[config.mk]
export PLATFORM = sky130hd
export DESIGN_NAME = collision_scanner_flat
export DESIGN_NICKNAME = d
export VERILOG_FILES = /design/src/rtl/collision_scanner_if.sv /design/src/rtl/collision_scanner.sv /design/src/flat_wrapper.sv
export SDC_FILE = /design/constraint.sdc
export NUM_CORES = 2
export LEC_CHECK = 0
export CORE_AREA = 4 4 405 407
export DETAILED_ROUTE_END_ITERATION = 16
export DIE_AREA = 0 0 409 411
export HOLD_SLACK_MARGIN = 0.1
export SETUP_SLACK_MARGIN = 0.02
export SYNTH_ARGS = -nofsm -noshare
export SYNTH_HDL_FRONTEND = slang
export SYNTH_SLANG_ARGS = --single-unit
[constraint.sdc]
create_clock -name clk -period 35 [get_ports clk]
set_input_delay 7 -clock clk [delete_from_list [all_inputs] [get_ports clk]]
set_output_delay 7 -clock clk [all_outputs]
set_load 0.01 [all_outputs]
[src/rtl/collision_scanner_if.sv]
// Bus bundle between the game data RAM side and the collision scanner.
// Carries the scan request, the packed position words and the published hit masks.
interface collision_scanner_if;
  logic         start;
  logic [319:0] spriteX;
  logic [319:0] spriteY;
  logic [159:0] bulletX;
  logic [159:0] bulletY;
  logic [31:0]  playerX;
  logic [31:0]  playerY;
  logic         busy;
  logic         done;
  logic [9:0]   spriteHit;
  logic [4:0]   bulletHit;
  logic         playerHit;

  modport master (
    output start, spriteX, spriteY, bulletX, bulletY, playerX, playerY,
    input  busy, done, spriteHit, bulletHit, playerHit
  );

  modport slave (
    input  start, spriteX, spriteY, bulletX, bulletY, playerX, playerY,
    output busy, done, spriteHit, bulletHit, playerHit
  );
endinterface

[src/rtl/collision_scanner.sv]
// Per-frame collision checker: snapshots all positions on start, then tests one
// bullet-sprite or sprite-player pair per cycle and publishes the hit masks.
module collision_scanner #(
  parameter int unsigned SPRITE_W   = 32,
  parameter int unsigned SPRITE_H   = 32,
  parameter int unsigned BULLET_W   = 4,
  parameter int unsigned BULLET_H   = 8,
  parameter int unsigned PLAYER_W   = 32,
  parameter int unsigned PLAYER_H   = 16,
  parameter int unsigned INACTIVE_X = 640
) (
  input logic                clk,
  input logic                reset,
  collision_scanner_if.slave scan_io
);

  localparam logic [32:0] SprW  = 33'(SPRITE_W);
  localparam logic [32:0] SprH  = 33'(SPRITE_H);
  localparam logic [32:0] BulW  = 33'(BULLET_W);
  localparam logic [32:0] BulH  = 33'(BULLET_H);
  localparam logic [32:0] PlyW  = 33'(PLAYER_W);
  localparam logic [32:0] PlyH  = 33'(PLAYER_H);
  localparam logic [31:0] InactX = 32'(INACTIVE_X);

  typedef enum logic [1:0] {StIdle, StBullet, StPlayer, StDone} state_e;

  state_e state_q, state_d;

  logic [319:0] spr_x_q, spr_x_d, spr_y_q, spr_y_d;
  logic [159:0] bul_x_q, bul_x_d, bul_y_q, bul_y_d;
  logic [31:0]  ply_x_q, ply_x_d, ply_y_q, ply_y_d;
  logic [3:0]   s_q, s_d;
  logic [2:0]   b_q, b_d;
  logic [9:0]   spr_acc_q, spr_acc_d;
  logic [4:0]   bul_acc_q, bul_acc_d;
  logic         ply_acc_q, ply_acc_d;
  logic [9:0]   spr_hit_q, spr_hit_d;
  logic [4:0]   bul_hit_q, bul_hit_d;
  logic         ply_hit_q, ply_hit_d;
  logic         done_q, done_d;
  logic         busy;

  logic [31:0] cur_sx, cur_sy, cur_bx, cur_by;
  logic        bul_pair_hit, ply_pair_hit;

  // Sums widened to 33 bits so objects near the top of the range cannot wrap.
  function automatic logic boxes_overlap(
    input logic [31:0] ax, input logic [31:0] ay, input logic [32:0] aw, input logic [32:0] ah,
    input logic [31:0] bx, input logic [31:0] by, input logic [32:0] bw, input logic [32:0] bh
  );
    return ({1'b0, ax} < ({1'b0, bx} + bw)) && ({1'b0, bx} < ({1'b0, ax} + aw)) &&
           ({1'b0, ay} < ({1'b0, by} + bh)) && ({1'b0, by} < ({1'b0, ay} + ah));
  endfunction

  always_comb begin
    cur_sx = spr_x_q[{s_q, 5'b0} +: 32];
    cur_sy = spr_y_q[{s_q, 5'b0} +: 32];
    cur_bx = bul_x_q[{b_q, 5'b0} +: 32];
    cur_by = bul_y_q[{b_q, 5'b0} +: 32];
    bul_pair_hit = (cur_bx < InactX) && (cur_sx < InactX) &&
                   boxes_overlap(cur_bx, cur_by, BulW, BulH, cur_sx, cur_sy, SprW, SprH);
    ply_pair_hit = (ply_x_q < InactX) && (cur_sx < InactX) &&
                   boxes_overlap(cur_sx, cur_sy, SprW, SprH, ply_x_q, ply_y_q, PlyW, PlyH);
  end

  always_ff @(posedge clk or posedge reset) begin
    if (reset) begin
      state_q <= StIdle;
    end else begin
      state_q <= state_d;
    end
  end

  always_comb begin
    state_d = state_q;
    unique case (state_q)
      StIdle:   if (scan_io.start) state_d = StBullet;
      StBullet: if (b_q == 3'd4 && s_q == 4'd9) state_d = StPlayer;
      StPlayer: if (s_q == 4'd9) state_d = StDone;
      StDone:   state_d = StIdle;
      default:  state_d = StIdle;
    endcase
  end

  always_comb begin
    busy = (state_q != StIdle);
  end

  always_comb begin
    spr_x_d   = spr_x_q;
    spr_y_d   = spr_y_q;
    bul_x_d   = bul_x_q;
    bul_y_d   = bul_y_q;
    ply_x_d   = ply_x_q;
    ply_y_d   = ply_y_q;
    s_d       = s_q;
    b_d       = b_q;
    spr_acc_d = spr_acc_q;
    bul_acc_d = bul_acc_q;
    ply_acc_d = ply_acc_q;
    spr_hit_d = spr_hit_q;
    bul_hit_d = bul_hit_q;
    ply_hit_d = ply_hit_q;
    done_d    = (state_q == StDone);
    unique case (state_q)
      StIdle: begin
        if (scan_io.start) begin
          spr_x_d   = scan_io.spriteX;
          spr_y_d   = scan_io.spriteY;
          bul_x_d   = scan_io.bulletX;
          bul_y_d   = scan_io.bulletY;
          ply_x_d   = scan_io.playerX;
          ply_y_d   = scan_io.playerY;
          s_d       = '0;
          b_d       = '0;
          spr_acc_d = '0;
          bul_acc_d = '0;
          ply_acc_d = 1'b0;
        end
      end
      StBullet: begin
        if (bul_pair_hit) begin
          spr_acc_d[s_q] = 1'b1;
          bul_acc_d[b_q] = 1'b1;
        end
        if (s_q == 4'd9) begin
          s_d = '0;
          b_d = (b_q == 3'd4) ? 3'd0 : b_q + 3'd1;
        end else begin
          s_d = s_q + 4'd1;
        end
      end
      StPlayer: begin
        if (ply_pair_hit) begin
          spr_acc_d[s_q] = 1'b1;
          ply_acc_d      = 1'b1;
        end
        s_d = (s_q == 4'd9) ? 4'd0 : s_q + 4'd1;
      end
      StDone: begin
        spr_hit_d = spr_acc_q;
        bul_hit_d = bul_acc_q;
        ply_hit_d = ply_acc_q;
      end
      default: ;
    endcase
  end

  always_ff @(posedge clk or posedge reset) begin
    if (reset) begin
      spr_x_q   <= '0;
      spr_y_q   <= '0;
      bul_x_q   <= '0;
      bul_y_q   <= '0;
      ply_x_q   <= '0;
      ply_y_q   <= '0;
      s_q       <= '0;
      b_q       <= '0;
      spr_acc_q <= '0;
      bul_acc_q <= '0;
      ply_acc_q <= 1'b0;
      spr_hit_q <= '0;
      bul_hit_q <= '0;
      ply_hit_q <= 1'b0;
      done_q    <= 1'b0;
    end else begin
      spr_x_q   <= spr_x_d;
      spr_y_q   <= spr_y_d;
      bul_x_q   <= bul_x_d;
      bul_y_q   <= bul_y_d;
      ply_x_q   <= ply_x_d;
      ply_y_q   <= ply_y_d;
      s_q       <= s_d;
      b_q       <= b_d;
      spr_acc_q <= spr_acc_d;
      bul_acc_q <= bul_acc_d;
      ply_acc_q <= ply_acc_d;
      spr_hit_q <= spr_hit_d;
      bul_hit_q <= bul_hit_d;
      ply_hit_q <= ply_hit_d;
      done_q    <= done_d;
    end
  end

  assign scan_io.busy      = busy;
  assign scan_io.done      = done_q;
  assign scan_io.spriteHit = spr_hit_q;
  assign scan_io.bulletHit = bul_hit_q;
  assign scan_io.playerHit = ply_hit_q;

endmodule

[src/flat_wrapper.sv]
// flat-port wrapper written by rule: the top's interface ports become plain ports
module collision_scanner_flat 
#(
  parameter int unsigned SPRITE_W   = 32,
  parameter int unsigned SPRITE_H   = 32,
  parameter int unsigned BULLET_W   = 4,
  parameter int unsigned BULLET_H   = 8,
  parameter int unsigned PLAYER_W   = 32,
  parameter int unsigned PLAYER_H   = 16,
  parameter int unsigned INACTIVE_X = 640
)
  (clk, reset, scan_io_start, scan_io_spriteX, scan_io_spriteY, scan_io_bulletX, scan_io_bulletY, scan_io_playerX, scan_io_playerY, scan_io_busy, scan_io_done, scan_io_spriteHit, scan_io_bulletHit, scan_io_playerHit);
  collision_scanner_if scan_io_i ();
  input logic clk;
  input logic reset;
  input wire logic [$bits(scan_io_i.start)-1:0] scan_io_start;
  input wire logic [$bits(scan_io_i.spriteX)-1:0] scan_io_spriteX;
  input wire logic [$bits(scan_io_i.spriteY)-1:0] scan_io_spriteY;
  input wire logic [$bits(scan_io_i.bulletX)-1:0] scan_io_bulletX;
  input wire logic [$bits(scan_io_i.bulletY)-1:0] scan_io_bulletY;
  input wire logic [$bits(scan_io_i.playerX)-1:0] scan_io_playerX;
  input wire logic [$bits(scan_io_i.playerY)-1:0] scan_io_playerY;
  output wire logic [$bits(scan_io_i.busy)-1:0] scan_io_busy;
  output wire logic [$bits(scan_io_i.done)-1:0] scan_io_done;
  output wire logic [$bits(scan_io_i.spriteHit)-1:0] scan_io_spriteHit;
  output wire logic [$bits(scan_io_i.bulletHit)-1:0] scan_io_bulletHit;
  output wire logic [$bits(scan_io_i.playerHit)-1:0] scan_io_playerHit;
  assign scan_io_i.start = scan_io_start;
  assign scan_io_i.spriteX = scan_io_spriteX;
  assign scan_io_i.spriteY = scan_io_spriteY;
  assign scan_io_i.bulletX = scan_io_bulletX;
  assign scan_io_i.bulletY = scan_io_bulletY;
  assign scan_io_i.playerX = scan_io_playerX;
  assign scan_io_i.playerY = scan_io_playerY;
  assign scan_io_busy = scan_io_i.busy;
  assign scan_io_done = scan_io_i.done;
  assign scan_io_spriteHit = scan_io_i.spriteHit;
  assign scan_io_bulletHit = scan_io_i.bulletHit;
  assign scan_io_playerHit = scan_io_i.playerHit;
  collision_scanner #(.SPRITE_W(SPRITE_W), .SPRITE_H(SPRITE_H), .BULLET_W(BULLET_W), .BULLET_H(BULLET_H), .PLAYER_W(PLAYER_W), .PLAYER_H(PLAYER_H), .INACTIVE_X(INACTIVE_X)) u_core (.clk(clk), .reset(reset), .scan_io(scan_io_i));
endmodule
Yosys cells after proc, flatten, opt, wreduce, memory -nomap -nowiden
Cells that the tools add are included.

storage, ports and cells
  input bits = 1027
  output and inout port bits = 18
  flip-flop bits (word level) = 1066
  logic and storage cells = 108

operators by class
  order comparisons = 15
  add/sub/neg operators = 8
  equality and inequality tests = 11
  bitwise operators = 2
  reduce and logical (&&, ||, !) cells = 27
  shift operators = 4
  muxes and demuxes = 25

operator list
  operator                 count
  $shiftx A320 B10 Y32     2
  $shiftx A160 B9 Y32      2
  $lt A32 B33 Y1           8
  $add A32 B6 Y33 const B  3
  $lt A32 B10 Y1 const B   3
  $add A32 B3 Y33 const B  1
  $add A32 B4 Y33 const B  1
  $add A32 B5 Y33 const B  1
  $mux W10                 3
  $pmux W10 S3             1
  $logic_and A1 B1 Y1      13
  $reduce_and A3 Y1        4
  $mux W5                  2
  $ne A2 B1 Y1 const B     5
  $or A10 B10 Y10          1
  $pmux W5 S2              1
  $mux W3                  3
  $mux W4                  2
  $pmux W2 S4              1
  $pmux W4 S2              1
  $reduce_bool A2 Y1       4
  $mux W2                  3
  $pmux W3 S2              1
  $lt A4 B5 Y1 const B     1
  20 further kinds         25

Longest topological paths before layout
  word-level depth = 9
  mapped depth = 31
  mapped depth without buffers = 25

Worst setup path before layout
No wires, ideal clock.

  kind = input-to-reg
  from = input port scan_io_start
  to = register u_core.bul_x_q[0]
  data required time = 34.935 ns
  buffers on the path = 4
  setup slack = 26.631 ns
  arrival = 8.304 ns
  stages = 7
  setup time = 0.065 ns
  cells stage by stage = and2_1 clkbuf_1 clkbuf_1 clkbuf_1 clkbuf_1 nand2_1 nand2_1

on the way
  longest elaborated chain between the ends = 1

RTL lines
  what                         line                      text
  from (decl)                  flat_wrapper.sv:16        input wire logic [$bits(scan_io_i.start)-1:0] scan_io_start;
  $reduce_and A2 Y1 (no line)  --
  to (signal assigned)         collision_scanner.sv:169  bul_x_q <= bul_x_d;
  to (decl)                    collision_scanner.sv:30   logic [159:0] bul_x_q, bul_x_d, bul_y_q, bul_y_d;

No other way between the ends.
A chain may end at the register's enable or synchronous reset.

Final worst setup path
  from = input port scan_io_start
  to = register u_core.bul_y_q[99]

on the way
  longest elaborated chain between the ends = 1

RTL lines
  what                         line                      text
  $reduce_and A2 Y1 (no line)  --
  to (signal assigned)         collision_scanner.sv:170  bul_y_q <= bul_y_d;
  to (decl)                    collision_scanner.sv:30

No other way between the ends.

==> impl_metrics.yaml <==
routing:
  vias_per_cell: 5.18
  postRouteAntennaNets: 0
  drc: 0
  routed_wl_mm: 233
  drtIter0Drc: 4681
  dr_total_vias: 50900
  wl_per_cell_um: 23.7
  dr.pass1.iters: 6
critical_path:
  rr_worst_depth: 26
  startpoint_type: "input port"
  reg2reg_to: "u_core.spr_acc_q[5]"
  worstPathArrival_ps: 12060
  max_stage_delay_ps: 880
  critical_path_buf_inv_count: 5
  crit_type: "in -> reg"
  reg2reg_from: "u_core.s_q[1]"
  crit_chain: "clkdlybuf4s50_1 -> and2_4 -> buf_4 -> buf_4 -> buf_4 -> buf_4 -> nand2_1 -> nand2_1"
  cp_slowest_cell: "buf_4"
  worstPathRequired_ps: 35660
  cp-end-kind: "flop"
  cp_top_family: "buffers and inverters"
  cp_max_fo: 106
  cp_common_cell: "buf_4"
  rrSetupSlack_ps: 26210
job:
  drv_cap: 0
floorplan:
  initial_core_util_pct: 35.5
  io_pins: 1045
  row_count: 147
  dieArea_mm2: 0.168
  die_y_um: 411
  core_mm2: 0.160
  die_x_um: 409
sta:
  hold_violations: 0
  fin_setup_tns_ps: 0
  fin_crit_sh_pct: 32.6
  max_freq_mhz: 87.7
  fin_crit_ps: 11410
  rsz0062_at_grt: "false"
  relSlewSlack_pct: 20.0
  slew_violations: 0
  fin_skew_ps: 57.6
  layout_setup_ws_ps: 23590
  setup_violations: 0
  worst_pin_slew_ps: 1200
pwr:
  leakage_nw: 35.3
  power.switching_w: 0.00326
  p_total_w: 0.00733
  switching_share_pct: 44.6
  combPwrFrac_pct: 51.2
  intPower_w: 0.00406
  seq_power_share_pct: 30.1
  clockPowerShare_pct: 18.6
  ir_drop_v: 0.0000644
  p_per_area_mw_per_mm2: 99.8
clock_network:
  htree_levels: 3
  post_cts_buffers: 0
  ctsRootBufferMaster: "clkbuf_16"
  cts_tree: "yes"
  postCtsHoldBufs: 0
  cts_buffer_depth: 3
  cts_inserted_buffers: 119
  cts.clk_slew.worst_paths_ps: 60
  cts_resized: 0
  clkSinkCount: 1066
  clk_latency_ps: 770
placement:
  dp_hpwl_mm: 176
  dp_cells: 9561
  io_buffers: 1044
  pre_cts_ws_ps: 22850
  gp_congestion: 0.926
synth:
  netlist_area_mm2: 0.0568
  synth_top_cell_area_share_pct: 47.0
  ys.flop_type: "dfrtp_1"
  synth_largest_area_cell: "dfrtp_1"
  syn_area_per_cell_um2: 8.53
  yosysSeqAreaShare_pct: 47.0
  yosysUniqueCellTypes: 92
  yosysWarnings: 0
  async_reset_ff_share_pct: 100
  ys_seq_elements: 1066
  syn_inst: 6656
  synth-edff-count: 0
  syn_nets: 7932
  ys_top_cells_by_area: "dfrtp_1 47%, nand2_1 21%, ha_1 5.5%"
status:
  status: "complete, no violations"
global_route:
  use_met3_pct: 5.23
  busiest_layer: "met2"
  grt_pass1_vias: 51300
  gr-total-overflow: 0
  grt_max_degree: 221
  met1_usage_pct: 33.7
  use_met2_pct: 44.7
  grt_pass1_wl_mm: 337
  grtUsageTotal_pct: 26.7
  antenna_found_initial: 58
layout:
  instances_no_fill: 9822
  drive_above_1_share_pct: 6.41
  area_growth_pct: 29.2
  nNetsFinal: 8798
worst_hold_path:
  min_from: "u_core.spr_y_q[135]"
  worstHoldPathCells: 2
  hold_end: "u_core.spr_y_q[135]"
  hold_class: "reg -> reg"
layout make-up:
| class | count | area (µm²) |
|---|---|---|
| Fill cell | 15500 | 86800 |
| Multi-Input combinational cell | 5121 | 28200 |
| Sequential cell | 1066 | 26700 |
| Timing Repair Buffer | 1116 | 11000 |
| Clock buffer | 177 | 3610 |
| Tap cell | 2160 | 2700 |
| Clock inverter | 48 | 747 |
| Inverter | 98 | 372 |
| Antenna cell | 36 | 90.1 |
synth_stat cells, types with 9 or more instances:
cell type / number
a211oi_1: 17
a21o_1: 45
a21oi_1: 126
a222oi_1: 18
a22o_1: 18
a22oi_1: 74
a31oi_1: 12
and2_1: 13
and3_1: 19
and4_1: 19
buf_1: 37
buf_2: 38
buf_4: 20
buf_6: 13
clkbuf_1: 259
dfrtp_1: 1066
ha_1: 249
inv_1: 97
mux2_2: 93
mux2i_1: 199
mux4_2: 54
nand2_1: 3236
nand2b_1: 16
nand3_1: 50
nand4_1: 60
nor2_1: 150
nor2b_1: 23
nor3_1: 30
nor4_1: 27
o211ai_1: 12
o21a_1: 20
o21ai_0: 131
o221ai_1: 16
o22a_1: 14
o22ai_1: 47
o2bb2ai_1: 26
o31ai_1: 11
or2_2: 9
or3_1: 10
xnor2_1: 91
xor2_1: 62
through the flow:
| stage | instance area, µm² | utilization, % | hold slack [ps] |
|---|---|---|---|
| 3_3_place_gp | 69000 | 43.1 | 451 |
| 6_report | 73400 | 45.8 | 470 |
| 4_1_cts | 73300 | 45.8 | 470 |
| 3_5_place_dp | 69000 | 43.1 | 456 |
| 2_1_floorplan | 56800 | - | 438 |
| 5_1_grt | 73400 | 45.8 | 483 |
power by group through the flow:
stage	logic [W]	clock network [W]	registers, W
after floorplan	0.00257	0	0.00206
after global placement	0.00365	0	0.00219
after detailed placement	0.00376	0	0.00221
after CTS	0.00378	0.00139	0.00219
after global routing	0.00419	0.00144	0.00227
final	0.00375	0.00137	0.00221
registers in the layout (all words and copies together), names as in the netlist:
register	flops
u_core.state_q	2
u_core.bul_acc_q	5
u_core.spr_x_q	320
u_core.spr_y_q	320
u_core.s_q	4
u_core.ply_x_q	32
u_core.scan_io.bulletHit	5
u_core.ply_acc_q	1
u_core.scan_io.done	1
u_core.spr_acc_q	10
u_core.scan_io.spriteHit	10
u_core.bul_y_q	160
u_core.ply_y_q	32
u_core.bul_x_q	160
u_core.scan_io.playerHit	1
u_core.b_q	3
cells by family after synthesis:
family | synth area share, %
compound gates | 8.14
xor+xnor | 2.36
fa+ha+maj | 5.56
buf+inv | 3.58
flops | 47.0
mux | 7.54
simple gates | 25.9
tightest hold or removal path: stages (launching register included):
cell and delay, ps:
dfrtp_1 330, nand2_1 50, nand2_1 50
cell usage in the layout, fill, tap and decap left out, drive strengths merged, types with 17 or more instances in the layout:
cell / netlist / routed
mux2: 95 / 95
nor2b: 23 / 23
ha: 249 / 249
clkinv: 1 / 27
clkdlybuf4s50: 0 / 1044
and3: 19 / 19
o21a: 20 / 20
mux4: 54 / 54
xnor2: 91 / 91
diode: 0 / 36
nor3: 33 / 33
a22o: 18 / 18
nor2: 150 / 150
clkbuf: 259 / 177
a22oi: 74 / 74
mux2i: 199 / 199
a21o: 45 / 45
nand3: 51 / 51
nand2: 3237 / 3237
and4: 19 / 19
a21oi: 126 / 126
a222oi: 18 / 18
nor4: 30 / 30
a211oi: 17 / 17
buf: 112 / 72
nand4: 60 / 60
dfrtp: 1066 / 1066
o2bb2ai: 26 / 26
o22ai: 47 / 47
o21ai: 136 / 136
xor2: 62 / 62
inv: 97 / 97
how the worst max path moves through the flow:
| stage | cells past startpoint | slack, ps | end | from |
|---|---|---|---|---|
| global route | 8 | 23150 | u_core.bul_y_q[124] | scan_io_start |
| CTS | 8 | 23660 | u_core.bul_y_q[99] | scan_io_start |
| finish | 8 | 23590 | u_core.bul_y_q[99] | scan_io_start |
| floorplan | 1 | 13300 | u_core.b_q[0] | reset |
| detailed placement | 8 | 22850 | u_core.bul_y_q[53] | scan_io_start |
| global placement | 8 | 22910 | u_core.bul_y_q[55] | scan_io_start |
per-layer routing:
metal	routed length (µm)	part of all wire, %
met1	94800	41
met4	10100	4.4
met5	165	0.071
met2	112000	48
met3	15100	6.5
(Power assumes the default switching activity.)
